### config.mk
export PLATFORM = sky130hd
export DESIGN_NAME = seq_tx
export DESIGN_NICKNAME = d
export VERILOG_FILES = /design/src/rtl/seq_tx_pkg.sv /design/src/rtl/seq_tx_shreg.sv /design/src/rtl/seq_tx.sv
export SDC_FILE = /design/constraint.sdc
export NUM_CORES = 1
export LEC_CHECK = 0
export BUFFER_PORTS_ARGS = -buffer_cell sky130_fd_sc_hd__buf_2
export CORE_UTILIZATION = 54
export DETAILED_ROUTE_END_ITERATION = 10
export GPL_TIMING_DRIVEN = 0
export PLACE_DENSITY_LB_ADDON = 0.08
export SLEW_MARGIN = 10
export SYNTH_ARGS = -nofsm -noshare
export SYNTH_HDL_FRONTEND = slang
export SYNTH_HIERARCHICAL = 1
export SYNTH_SLANG_ARGS = --single-unit
### constraint.sdc
create_clock -name clk -period 3.21 [get_ports clk]
set_clock_uncertainty 0.1 [all_clocks]
set_input_delay 0.321 -clock clk [delete_from_list [all_inputs] [get_ports clk]]
set_output_delay 0.321 -clock clk [all_outputs]
set_load 0.005 [all_outputs]
### src/rtl/seq_tx_pkg.sv
// Shared definitions for the seq_tx serialiser: FSM encoding, default width,
// and the effective-length rule used when a frame is loaded.
package seq_tx_pkg;

    localparam int DATA_W_DEFAULT = 8;

    typedef enum logic [1:0] {
        IDLE = 2'b00,
        SEND = 2'b01,
        DONE = 2'b10
    } state_t;

    // A length of 0, or one longer than the register, means a full-width frame.
    function automatic int eff_len(input logic [3:0] len, input int data_w);
        if (len == 4'd0 || int'(len) > data_w) begin
            return data_w;
        end
        return int'(len);
    endfunction

endpackage

### src/rtl/seq_tx_shreg.sv
// MSB-first shift register with a remaining-bit counter. A load consumes the
// first bit at once (presented on msb), so the counter holds the bits still to send.
module seq_tx_shreg
    import seq_tx_pkg::*;
#(
    parameter int DATA_W = DATA_W_DEFAULT,
    localparam int CNT_W = $clog2(DATA_W + 1)
) (
    input  logic              clk,
    input  logic              rst,
    input  logic              load,
    input  logic              advance,
    input  logic [DATA_W-1:0] data,
    input  logic [3:0]        len,
    output logic              msb,
    output logic              last
);

    logic [DATA_W-1:0] sreg_q;
    logic [DATA_W-1:0] aligned;
    logic [CNT_W-1:0]  cnt_q;
    logic [CNT_W-1:0]  len_eff;

    // Left-align so that data[L-1] becomes the top bit; upper bits fall off.
    assign len_eff = CNT_W'(eff_len(len, DATA_W));
    assign aligned = data << (DATA_W - eff_len(len, DATA_W));
    assign msb     = load ? aligned[DATA_W-1] : sreg_q[DATA_W-1];
    assign last    = (cnt_q == '0);

    // NOTE: sequential state uses non-blocking assignments so every register
    // samples the pre-edge values, independent of statement order.
    always_ff @(posedge clk or posedge rst) begin
        if (rst) begin
            sreg_q <= '0;
            cnt_q  <= '0;
        end else if (load) begin
            sreg_q <= aligned << 1;
            cnt_q  <= len_eff - 1'b1;
        end else if (advance && !last) begin
            sreg_q <= sreg_q << 1;
            cnt_q  <= cnt_q - 1'b1;
        end
    end

endmodule

### src/rtl/seq_tx.sv
// Serial frame transmitter: loads a pattern, shifts it out MSB-first with
// hold-based stalling, then signals completion with a one-cycle done pulse.
module seq_tx
    import seq_tx_pkg::*;
#(
    parameter int DATA_W = DATA_W_DEFAULT
) (
    input  logic              clk,
    input  logic              rst,
    input  logic [DATA_W-1:0] load_data,
    input  logic [3:0]        load_len,
    input  logic              load_valid,
    output logic              load_ready,
    input  logic              hold,
    output logic              x_out,
    output logic              x_valid,
    output logic              done,
    output logic [1:0]        state
);

    state_t state_q, state_d;
    logic   x_out_d, x_valid_d, done_d;
    logic   load, advance, msb, last;

    assign load_ready = (state_q == IDLE);
    assign load       = load_valid && load_ready;
    assign advance    = (state_q == SEND) && !hold;
    assign state      = state_q;

    seq_tx_shreg #(.DATA_W(DATA_W)) u_shreg (
        .clk     (clk),
        .rst     (rst),
        .load    (load),
        .advance (advance),
        .data    (load_data),
        .len     (load_len),
        .msb     (msb),
        .last    (last)
    );

    // NOTE: every output of this block gets a default before the case so no
    // path leaves a signal unassigned, which would infer a latch.
    always_comb begin
        state_d   = state_q;
        x_out_d   = x_out;
        x_valid_d = 1'b0;
        done_d    = 1'b0;
        case (state_q)
            IDLE: begin
                x_out_d = 1'b0;
                if (load) begin
                    state_d   = SEND;
                    x_out_d   = msb;
                    x_valid_d = 1'b1;
                end
            end
            SEND: begin
                // A held cycle keeps x_out and leaves the shift register untouched.
                if (!hold) begin
                    if (last) begin
                        state_d = DONE;
                        done_d  = 1'b1;
                        x_out_d = 1'b0;
                    end else begin
                        x_out_d   = msb;
                        x_valid_d = 1'b1;
                    end
                end
            end
            DONE: begin
                state_d = IDLE;
                x_out_d = 1'b0;
            end
            default: begin
                state_d = IDLE;
                x_out_d = 1'b0;
            end
        endcase
    end

    always_ff @(posedge clk or posedge rst) begin
        if (rst) begin
            state_q <= IDLE;
            x_out   <= 1'b0;
            x_valid <= 1'b0;
            done    <= 1'b0;
        end else begin
            state_q <= state_d;
            x_out   <= x_out_d;
            x_valid <= x_valid_d;
            done    <= done_d;
        end
    end

endmodule

Word-level counts from Yosys, hierarchy flattened
Cells that the tools add are included. W data, S select, Z words.

Output and inout port bits: 6. Bits in registers: 17. Logic and storage cells: 49. Input bits: 16.

Mux-type cells: 23. Add/subtract/negate cells: 3. Reduce and logical (&&, ||, !) cells: 11. Equality and inequality tests: 4. Order comparisons: 1. Shift operators: 1.

Operator list (count): $mux W32 (1); $shl A8 B32 Y8 (1); $sub A5 B32 Y32 const A (1); $mux W8 (2); $mux W4 (3); $mux W1 (11); $logic_not A4 Y1 (2); $sub A4 B1 Y4 const B (2); $mux W2 (3); $gt A4 B4 Y1 const B (1); $ne A2 B1 Y1 const B (2); $pmux W1 S2 (2); $pmux W2 S2 (1); $logic_and A1 B1 Y1 (3); $reduce_and A3 Y1 (1); $eq A2 B1 Y1 const B (1); $logic_not A1 Y1 (2); $logic_not A2 Y1 (1); $ne A2 B2 Y1 const B (1); $reduce_bool A2 Y1 (1); $logic_or A1 B1 Y1 (1).

Logic depth before layout (Yosys ltp)
Gate-level depths: netlist of the first run.

Word-level depth: 10. Depth in mapped cells: 10. Mapped depth without buffers: 10.

Cells and area by module
Netlist of the first run, hierarchy kept.

Modules (own cells, without submodules): seq_tx_shreg (area each 950.9 µm², cells each 115, seq. area each 275.3 µm², times used 1); seq_tx (area each 224.0 µm², cells each 19, seq. area each 125.1 µm², times used 1).

Worst setup path after synthesis of the first run
Ideal clock, no wire load.

Path kind: input -> register. From: in load_len[0]. To: reg x_out. Setup time: 111 ps. Arrival: 2193 ps. Required time: 2999 ps. Cell stages on the path: 10. Path slack: 806 ps. Path buffers: 2. Cells stage by stage: nor2b_2 > buf_6 > clkinv_4 > ha_1 > buf_2 > mux2i_1 > a22oi_1 > o311ai_2 > a21bo_1 > a2111oi_2.

Longest elaborated chain between the ends: 10. Elaborated cells on any way between the ends: 13. Classes of those cells: add/sub: 1; order compare: 1; shift: 1; mux: 8; reduce/logical: 2.

Ends and longest elaborated chain: start, declared (RTL line seq_tx.sv:11) `input logic [3:0] load_len,`; $gt A4 B4 Y1 or $logic_not A4 Y1 (tied branches) (RTL line seq_tx_pkg.sv:15) `if (len == 4'd0 || int'(len) > data_w) begin`; $logic_or A1 B1 Y1 (RTL line seq_tx_pkg.sv:15); $mux W1 or $mux W4 (tied branches) (RTL line seq_tx_pkg.sv:15); $mux W32 * (RTL line seq_tx_pkg.sv:18) `return int'(len);`; $sub A5 B32 Y32 * (RTL line seq_tx_shreg.sv:26) `assign aligned = data << (DATA_W - eff_len(len, DATA_W));`; $shl A8 B32 Y8 * (RTL line seq_tx_shreg.sv:26); $mux W1 * (RTL line seq_tx_shreg.sv:27) `assign msb = load ? aligned[DATA_W-1] : sreg_q[DATA_W-1];`; named net msb (RTL line seq_tx.sv:23) `logic load, advance, msb, last;`; $mux W1 (RTL line seq_tx.sv:60) `if (last) begin`; $mux W1 (RTL line seq_tx.sv:59) `if (!hold) begin`; $pmux W1 S2 * (RTL line seq_tx.sv:48) `case (state_q)`; end signal, assigned (RTL line seq_tx.sv:89) `x_out <= x_out_d;`; end, declared (RTL line seq_tx.sv:15) `output logic x_out,`.

The timed path passes the listed nets; every way through them passes the cells marked *. The select of a mux whose other input is x is not followed. A chain may end at the register's enable or synchronous reset.

Final worst setup path of the first run
From: reg state_q[0] (netlist: state[0]). To: reg u_shreg.cnt_q[2].

Elaborated cells on any way between the ends: 7. Classes of those cells: eq/ne: 1; mux: 1; reduce/logical: 5.

RTL lines: start, declared (RTL line seq_tx.sv:21) `state_t state_q, state_d;`; start signal, assigned (RTL line seq_tx.sv:88) `state_q <= state_d;`; $logic_not A2 Y1 * (RTL line seq_tx.sv:25) `assign load_ready = (state_q == IDLE);`; $logic_and A1 B1 Y1 * (RTL line seq_tx.sv:26) `assign load = load_valid && load_ready;`; named net load (RTL line seq_tx.sv:23); $mux W4 or $reduce_bool A2 Y1 (tied branches); end signal, assigned (RTL line seq_tx_shreg.sv:38) `cnt_q <= len_eff - 1'b1;`; end signal, assigned (RTL line seq_tx_shreg.sv:41) `cnt_q <= cnt_q - 1'b1;`; end, declared (RTL line seq_tx_shreg.sv:21) `logic [CNT_W-1:0] cnt_q;`.

The timed path passes the listed nets; every way through them passes the cells marked *.

==> results of run 1 <==
-- where the power goes --
group          internal [mW]  switching, mW  total (mW)
logic                  0.221          0.244       0.465
registers              0.284         0.0690       0.353
clock network         0.0690         0.0647       0.134
total                  0.574          0.377       0.952
-- flip-flops by register name, summed over array words and instances (netlist names) --
name,count
x_valid,1
x_out,1
state,2
done,1
u_shreg/cnt_q,4
u_shreg/sreg_q,7
-- layout make-up --
type	count	area, um2	area share [%]
buffer	5	28.8	2.12
clock buffer	4	36.3	2.67
inverter	9	38.8	2.85
multi-input combinational	104	707	52.0
sequential	16	400	29.4
tap	27	33.8	2.48
timing repair buffer	22	115	8.46
-- critical path, delay by kind of cell, from the launching register on --
kind                     cells  cell delay [ns]
adder cells (fa/ha/maj)      1             0.21
AO/OA/AOI/OAI                1             0.12
flip-flops                   1             0.45
XOR/XNOR                     1             0.16
buffers and inverters        3             0.86
AND/OR/NAND/NOR              3             0.55
multiplexers                 1             0.28
-- worst min-delay path by stage --
stage                             end  slack (ns)  cells past startpoint
finish              u_shreg/sreg_q[1]        0.25                      3
global route        u_shreg/sreg_q[1]        0.26                      3
CTS                 u_shreg/sreg_q[1]        0.24                      3
detailed placement               done        0.14                      2
global placement                 done        0.13                      2
floorplan                        done     -0.0005                      1
-- metrics by stage --
step           std cells  hold WS (ns)  power, mW
2_1_floorplan        134     -0.000479      0.696
3_3_place_gp         182         0.128      0.797
3_5_place_dp         182         0.137      0.818
4_1_cts              187         0.238      0.957
5_1_grt              187         0.259       1.04
6_report             187         0.246      0.952
-- cells in the mapped netlist (all sizes together), types with 2 or more instances --
| cell type | n | area, um2 |
|---|---|---|
| a211o | 2 | 17.5 |
| a21oi | 13 | 65.1 |
| a22oi | 2 | 15.0 |
| a31oi | 2 | 12.5 |
| and2 | 2 | 12.5 |
| buf | 3 | 21.3 |
| clkbuf | 2 | 7.51 |
| dfrtp | 16 | 400 |
| ha | 3 | 37.5 |
| inv | 8 | 30.0 |
| mux2 | 2 | 22.5 |
| mux2i | 3 | 30.0 |
| nand2 | 11 | 41.3 |
| nand2b | 4 | 25.0 |
| nand3b | 3 | 22.5 |
| nor2 | 22 | 82.6 |
| nor2b | 3 | 28.8 |
| nor3 | 4 | 20.0 |
| nor3b | 2 | 20.0 |
| nor4 | 2 | 12.5 |
| o21ai | 3 | 15.0 |
| o32ai | 2 | 17.5 |
| xnor2 | 3 | 26.3 |
| xor2 | 2 | 25.0 |
-- cells by family (layout without fill, tap and decap cells) --
family	after synthesis	count (layout)	share of synthesized area, %
buffers and inverters	14	40	5.75
AO/OA/AOI/OAI	33	33	20.7
XOR/XNOR	5	5	4.37
multiplexers	6	6	6.39
adder cells (fa/ha/maj)	3	3	3.20
AND/OR/NAND/NOR	57	57	25.6
flip-flops	16	16	34.1
-- what timing repair did --
action                     4_1_cts  5_1_grt
hold buffers                     1        0
hold endpoints to repair        16        0
gates resized for setup          0        0
setup endpoints to repair        0        0
-- per-layer routing --
metal  vias up  wire, um  track usage, %  share of wire [%]
met5         -         0               0                  0
met4         0        22            5.88               0.88
met3         2        85            2.83                3.4
met2        32      1210            41.0                 48
met1       507      1190            31.2                 48
li1        523         -               -                  -
==> flow_summary_export.csv, run 1 <==
group,metric,value,unit
status,status,"complete, no violations",
finish,fillers,183,
finish,design_area,0.00136,mm2
grt,grt_pass1_vias,999,
setup_path,worstSetupStartpoint,"state[0]",
timing,fin_crit_sh,86.8,%
setup_path,end_kind,"flop",
clock_tree,clkTransAtPathRegs,0.10,ns
setup_path,cp_max_fo,10,
yosys,ys_seq_area_share,34.1,%
grt,grt_pass1_wl,4400,um
finish,final_cell_mix,"23 x buf_2, 22 x nor2_1, 16 x dfrtp_1, 13 x a21oi_1, 11 x nand2_1",
finish,layout_commonest_cell,"buf_2",
setup_path,r2r-start,"state[0]",
floorplan,start_util,58.7,%
timing,hold_viol,0,
yosys,synth-seq-cells,16,
timing,setup_ws,0.425,ns
setup_path,worstReg2RegEnd,"u_shreg/cnt_q[2]",
setup_path,slowest_stage,"dfrtp_1",
finish,nets,180,
clock_tree,clk-insertion-delay-late,0.28,ns
place,postPlaceCellArea,0.00131,mm2
finish,diodes,0,
detailed_routing,drt-vias-per-instance,5.69,
clock_tree,cts.sinks,16,
yosys,syn_avg_cell_area,8.77,um2
floorplan,die_w,48.6,um
setup_path,cp.arrival,2.90,ns
grt,grt_max_degree,12,
grt,grt-ovfl-total,0,
timing,final.min_clock_period,2.79,ns
setup_path,cp_cell_sequence,"nor3b_1 -> clkbuf_1 -> clkbuf_1 -> mux2i_1 -> ha_1 -> inv_1 -> nor2_1 -> xor2_1 -> nor2_1 -> a21oi_1",
yosys,yosysUniqueCellTypes,44,
timing,slew_violations,0,
setup_path,slowest_delay,0.45,ns
floorplan,rows,16,
yosys,synth_area,0.00117,mm2
yosys,yosysWarningCount,6,
finish,final_util,67.9,%
yosys,async_flop_share,100,%
hold_path,min_from,"load_data[0]",
timing,maxSlewHeadroom,66.7,%
detailed_routing,wirelength,2510,um
grt,grtUsageTotal,23.6,%
hold_path,hold_path.class,"input pin to flop",
floorplan,ioPinCount,22,
place,place_ws,0.399,ns
power,vdd_drop_max,0.387,mV
grt,antenna_found_initial,0,
setup_path,worst_ep_required_time,3.33,ns
setup_path,crit_end,"u_shreg/cnt_q[2]",
clock_tree,cts_setup_buffers,0,
power,power_density,700,mW/mm2
detailed_routing,drc,0,
detailed_routing,first_iter_violations,21,
floorplan,die_area,0.00237,mm2
finish,syn2layout_area_growth,15.8,%
setup_path,rrSetupSlack,0.42,ns
power,p_leak,0.619,nW
setup_path,ff2ff_path_depth,10,
setup_path,critPathLaunchType,"flop",
detailed_routing,wire_per_inst,13.4,um
detailed_routing,num_vias,1064,
timing,fmax,359,MHz
place,place_congestion,0.909,
floorplan,coreArea,0.00200,mm2
clock_tree,cts_tree,"built",
timing,tns,0,ns
yosys,synth-main-ff-cell,"dfrtp_1",
yosys,synth_nets,153,
run,drv_cap,0,
clock_tree,root_buffer,"clkbuf_4",
timing,tightestPinTransition,0.496,ns
clock_tree,cts_max_level,1,
detailed_routing,firstDrtPassIters,4,
floorplan,die_h,48.6,um
clock_tree,cts.path.max_buffers,2,
timing,rsz0062_at_grt,"false",
clock_tree,cts_made_buffers,3,
timing,finalSetupViolations,0,
yosys,synth_edf_count,0,
place,portBuffers,21,
setup_path,worstSetupPathType,"flop to flop",
detailed_routing,ant_nets,0,
finish,drive_above_1_share,26.3,%
yosys,postSynthCellCount,134,
place,dp_hpwl,1930,um
Power figures use the tool's default switching activity.
==> inputs of run 2 (changes only) <==
- CORE_UTILIZATION: 54 -> 48
- SYNTH_HIERARCHICAL: 1 -> unset
- clock period: 3.21 -> 2.4 ns (I/O delays scaled with it)
==> run 2 against run 1 <==
Against the previous run: non-clock buffer count unchanged; worst hold slack worse by 0.090 ns; sequential share of layout area increased by 2.8 points; wire length fell by 5.5%; core utilization is 6.4 points lower; synthesized area down 8.7%; die area up 2.6%; synthesized cell count fell by 10%; worst setup slack lost 0.17 ns; highest routed layer unchanged.
==> flow_summary_export.csv, run 2 <==
group,metric,value,unit
yosys,yosysMostFrequentCell,"dfrtp_1",
detailed_routing,first_iter_violations,28,
yosys,post-synth-top-area-fraction,37.3,%
setup_path,cp.arrival,2.23,ns
clock_tree,clkTransAtPathRegs,0.09,ns
yosys,synth_nets,138,
setup_path,cp_cell_sequence,"buf_2 -> nor2b_2 -> buf_6 -> inv_2 -> ha_1 -> buf_2 -> nor3_1 -> nor3_1 -> a22oi_1 -> a21o_1 -> a222oi_1",
yosys,async_flop_share,100,%
finish,largest_register_ffs,7,
floorplan,die_area,0.00243,mm2
yosys,synth_area,0.00107,mm2
place,dp_hpwl,1880,um
timing,final.min_clock_period,2.14,ns
timing,setup_ws,0.255,ns
setup_path,cp_max_fo,9,
setup_path,crit_end,"u_shreg.sreg_q[5]",
finish,nets,165,
setup_path,ff2ff_path_depth,8,
yosys,synth_compound_area_share,26.0,%
yosys,yosysTopAreaCell,"dfrtp_1",
yosys,synth.area.mux_share,5.13,%
setup_path,path_buf_inv,4,
finish,drive_above_1_share,23.4,%
timing,fin_crit_sh,89.4,%
floorplan,start_util,53.0,%
timing,maxSlewHeadroom,60.8,%
power,power_density,947,mW/mm2
setup_path,worst_ep_required_time,2.48,ns
yosys,synthXorXnorAreaFrac,1.63,%
yosys,synth_area_leaders,"dfrtp_1 37%, nand2_1 4.6%, nor2_1 4.6%, a221oi_1 4.1%, mux2i_1 3.7%",
clock_tree,root_buffer,"clkbuf_4",
place,place_ws,-0.0437,ns
hold_path,hold_path.class,"input pin to flop",
timing,fmax,466,MHz
floorplan,ioPinCount,22,
yosys,synth-seq-cells,16,
clock_tree,cts.sinks,16,
detailed_routing,drt-vias-per-instance,5.84,
clock_tree,cts_setup_buffers,0,
setup_path,rrSetupSlack,0.29,ns
yosys,synth_top_family_by_area,"compound AO/OA/AOI/OAI gates",
place,portBuffers,21,
setup_path,worstReg2RegEnd,"u_shreg.cnt_q[2]",
yosys,postSynthCellCount,120,
detailed_routing,wire_per_inst,13.8,um
yosys,synth-main-ff-cell,"dfrtp_1",
detailed_routing,drc,0,
setup_path,critPathLaunchType,"input pin",
grt,grt_pass1_wl,4080,um
finish,diodes,0,
power,p_leak,0.587,nW
timing,finalSetupViolations,0,
power,vdd_drop_max,0.378,mV
finish,syn2layout_area_growth,16.0,%
setup_path,cp_top_family,"compound AO/OA/AOI/OAI gates",
timing,rsz0062_at_grt,"false",
floorplan,rows,16,
finish,final_cells,172,
finish,final_cell_mix,"23 x buf_2, 16 x dfrtp_1, 13 x nor2_1, 13 x nand2_1",
grt,grtUsageTotal,22.3,%
yosys,yosys.area_share.simple,22.5,%
detailed_routing,num_vias,1004,
yosys,yosysWarningCount,0,
finish,layout_commonest_cell,"buf_2",
detailed_routing,ant_nets,0,
setup_path,slowest_stage,"nor3_1",
power,power.total,1.18,mW
floorplan,coreArea,0.00202,mm2
setup_path,worstSetupPathType,"input pin to flop",
timing,hold_viol,0,
floorplan,die_w,49.3,um
yosys,synth_edf_count,0,
clock_tree,cts_max_level,1,
place,dp.cells,168,
setup_path,cp.depth,11,
hold_path,min_path_cells,3,
finish,top_register,"u_shreg.sreg_q",
grt,antenna_found_initial,0,
run,drv_cap,0,
clock_tree,clk-insertion-delay-late,0.29,ns
floorplan,die_h,49.3,um
clock_tree,cts_made_buffers,3,
setup_path,slowest_delay,0.42,ns
setup_path,r2r-start,"state[0]",
clock_tree,cts.path.max_buffers,2,
grt,grt_max_degree,17,
clock_tree,cts_tree,"built",
yosys,yosysUniqueCellTypes,46,
yosys,syn_avg_cell_area,8.94,um2
yosys,ys_top_cells_by_count,"16 x dfrtp_1, 13 x nand2_1, 13 x nor2_1",
detailed_routing,firstDrtPassIters,5,
timing,slew_violations,0,
setup_path,end_kind,"flop",
yosys,ys_seq_area_share,37.3,%
setup_path,worstSetupStartpoint,"load_len[0]",
detailed_routing,wirelength,2370,um
timing,tightestPinTransition,0.588,ns
grt,grt_pass1_vias,966,
grt,grt-ovfl-total,0,
yosys,synth_adder_area_share,2.33,%
status,status,"complete, no violations",
place,place_congestion,0.815,
-- run 2: worst min-delay path, stage by stage --
cell,delay (ns)
buf_2,0.12
o21ai_0,0.09
nand2_1,0.06
-- run 2: stage by stage --
step / TNS, ns / utilization, % / hold slack (ns) / instance area, um2
final: 0 / 61.5 / 0.156 / 1240
after global routing: 0 / 61.5 / 0.192 / 1240
after CTS: 0 / 61.5 / 0.152 / 1240
after floorplan: 0 / - / 0.0537 / 1070
after detailed placement: -0.0437 / 59.9 / 0.232 / 1210
after global placement: 0 / 59.9 / 0.234 / 1210
-- run 2: cell type report --
class | count | area (um2)
timing repair buffer | 22 | 115
fill | 185 | 778
inverter | 6 | 25.0
tap | 27 | 33.8
buffer | 5 | 28.8
clock buffer | 3 | 22.5
multi-input combinational | 93 | 618
sequential | 16 | 400
-- run 2: worst min path at each step --
stage	from	to	slack, ns
floorplan	rst	done	0.05
global placement	rst	x_valid	0.23
CTS	hold	state[0]	0.15
global route	load_data[0]	u_shreg.sreg_q[1]	0.19
finish	hold	state[0]	0.16
detailed placement	rst	u_shreg.cnt_q[0]	0.23
-- run 2: timing repair --
action / CTS / global route
hold endpoints to repair: 16 / 0
resized for setup: 0 / 0
hold buffers: 1 / 0
-- run 2: kinds of logic (layout without fill, tap and decap cells) --
| kind of cell | Yosys count | after routing |
|---|---|---|
| and+or+nand+nor | 48 | 48 |
| AOI/OAI and AO/OA | 36 | 36 |
| DFF | 16 | 16 |
| buffers and inverters | 11 | 36 |
| muxes | 5 | 5 |
| adders and majority gates | 2 | 2 |
| xor gates and xnor gates | 2 | 2 |
-- run 2: layer usage --
metal  share of wire [%]  track usage (%)  vias to the layer above
li1                    -                -                      498
met1                  45             26.0                      470
met2                  50             38.1                       31
met3                 2.9             1.87                        5
met4                 2.1             15.7                        0
met5                   0                0                        -
-- run 2: power by group --
group          leakage (nW)  internal, mW  switching [mW]
registers             0.201         0.379          0.0686
logic                 0.372         0.273           0.316
clock network        0.0138        0.0584          0.0827
==> inputs of run 3 (changes only) <==
- CORE_UTILIZATION: 48 -> 49
- SYNTH_HIERARCHICAL: unset -> 1
==> run 3 against run 2 <==
Against the previous run: critical endpoint is now x_out; largest cell class unchanged; die area grew 7.0%; via count increased by 8.9%; cell area up 20%.
==> flow_summary_export.csv, run 3 (synthesis results as in run 1) <==
group,metric,value,unit
setup_path,cp_max_fo,4,
floorplan,die_area,0.00260,mm2
floorplan,rows,17,
clock_tree,clkTransAtPathRegs,0.08,ns
finish,design_area,0.00149,mm2
power,p_leak,0.677,nW
power,power_density,898,mW/mm2
finish,nets,187,
grt,grtUsageTotal,22.7,%
run,drv_cap,0,
grt,grt_max_degree,12,
floorplan,start_util,52.6,%
power,power.total,1.34,mW
floorplan,coreArea,0.00223,mm2
timing,final.min_clock_period,2.32,ns
clock_tree,cts_made_buffers,3,
floorplan,die_h,51.0,um
detailed_routing,wirelength,2810,um
place,place_ws,-0.379,ns
place,portBuffers,21,
hold_path,hold_path.class,"input pin to flop",
power,pwr-share-comb,54.7,%
power,vdd_drop_max,0.483,mV
finish,syn2layout_area_growth,27.0,%
grt,grt_pass1_wl,4490,um
clock_tree,cts.path.max_buffers,2,
detailed_routing,ant_nets,0,
floorplan,die_w,51.0,um
timing,tightestPinTransition,0.579,ns
grt,antenna_found_initial,0,
timing,hold_ws,0.175,ns
timing,setup_ws,0.0804,ns
timing,hold_viol,0,
power,seq_power_share,35.2,%
finish,fillers,203,
status,status,"complete, no violations",
grt,grt-ovfl-total,0,
clock_tree,cts_tree,"built",
place,place_congestion,0.949,
finish,final_util,66.8,%
timing,fmax,431,MHz
clock_tree,clk-insertion-delay-late,0.28,ns
timing,finalSetupViolations,0,
clock_tree,cts_max_level,1,
setup_path,critPathLaunchType,"flop",
clock_tree,cts.sinks,16,
setup_path,cp_cell_sequence,"nor3b_4 -> buf_4 -> nand3b_1 -> nand2b_4 -> a211o_1 -> o311ai_2 -> a21bo_1 -> a2111oi_4",
timing,maxSlewHeadroom,61.0,%
power,p_sw_share,40.1,%
setup_path,slowest_delay,0.45,ns
detailed_routing,num_vias,1093,
floorplan,ioPinCount,22,
setup_path,cp.arrival,2.40,ns
finish,largest_register_ffs,7,
setup_path,end_kind,"flop",
place,dp.cells,183,
timing,tns,0,ns
power,clkPwrFrac,10.1,%
finish,final_cell_mix,"22 x nor2_1, 22 x buf_2, 14 x dfrtp_1, 13 x a21oi_1, 11 x nand2_1",
finish,diodes,0,
grt,grt_pass1_vias,991,
finish,drive_above_1_share,34.9,%
finish,top_register,"u_shreg/sreg_q",
setup_path,slowest_stage,"dfrtp_2",
setup_path,cp_top_family,"compound AO/OA/AOI/OAI gates",
setup_path,worstSetupPathType,"flop to flop",
timing,fin_crit_sh,96.7,%
setup_path,worst_ep_required_time,2.48,ns
timing,slew_violations,0,
place,dp_hpwl,2000,um
power,power.internal,0.802,mW
detailed_routing,wire_per_inst,14.5,um
power,p_sw,0.538,mW
clock_tree,root_buffer,"clkbuf_4",
detailed_routing,drc,0,
setup_path,path_buf_inv,1,
detailed_routing,first_iter_violations,27,
detailed_routing,drt-vias-per-instance,5.63,
finish,final_cells,194,
detailed_routing,firstDrtPassIters,4,
place,postPlaceCellArea,0.00132,mm2
==> run 3: layout make-up <==
| cell class | instances | area, um2 | share of cell area, % |
|---|---|---|---|
| buffer | 4 | 38.8 | 2.60 |
| clock buffer | 3 | 22.5 | 1.51 |
| inverter | 9 | 41.3 | 2.77 |
| multi-input combinational | 104 | 777 | 52.1 |
| sequential | 16 | 403 | 27.0 |
| tap | 28 | 35.0 | 2.35 |
| timing repair buffer | 30 | 175 | 11.7 |
==> run 3: power groups by stage <==
stage	sequential, mW	clock [mW]	combinational (mW)
4_1_cts	0.473	0.143	0.636
6_report	0.472	0.136	0.733
2_1_floorplan	0.459	0	0.472
5_1_grt	0.487	0.155	0.803
3_3_place_gp	0.468	0	0.606
3_5_place_dp	0.476	0	0.623
==> run 3: worst reg2reg max path: stages, from the launching register on <==
cell	delay, ns
dfrtp_2	0.45
nor3b_4	0.25
buf_4	0.15
nand3b_1	0.15
nand2b_4	0.19
a211o_1	0.25
o311ai_2	0.09
a21bo_1	0.26
a2111oi_4	0.33
==> run 3: routing by layer <==
layer  GRT usage [%]  vias up  wire length [um]
li1                -      536                 -
met5               0        -                 0
met4            6.94        0                41
met2            37.7       37              1360
met1            31.3      514              1280
met3            1.79        6               126
==> run 3: repair_timing <==
action / in CTS / in global routing
pin swaps: 0 / 3
gates cloned: 0 / 0
hold buffers: 1 / 0
setup endpoints to repair: 3 / 2
endpoints found under the hold margin: 16 / 0
setup buffers: 0 / 8
resized for setup: 5 / 14
==> run 3: final timing paths <==
check | from | end | slack, ns | cells past startpoint
max | state[1] | x_out | 0.08 | 8
min | load_data[0] | u_shreg/sreg_q[1] | 0.17 | 3
max reg2reg | state[1] | x_out | 0.08 | 8
min reg2reg | u_shreg/sreg_q[2] | u_shreg/sreg_q[2] | 0.40 | 1
max in group asynchronous | rst | u_shreg/sreg_q[1] | 1.50 | 3
min in group asynchronous | rst | done | 0.31 | 3
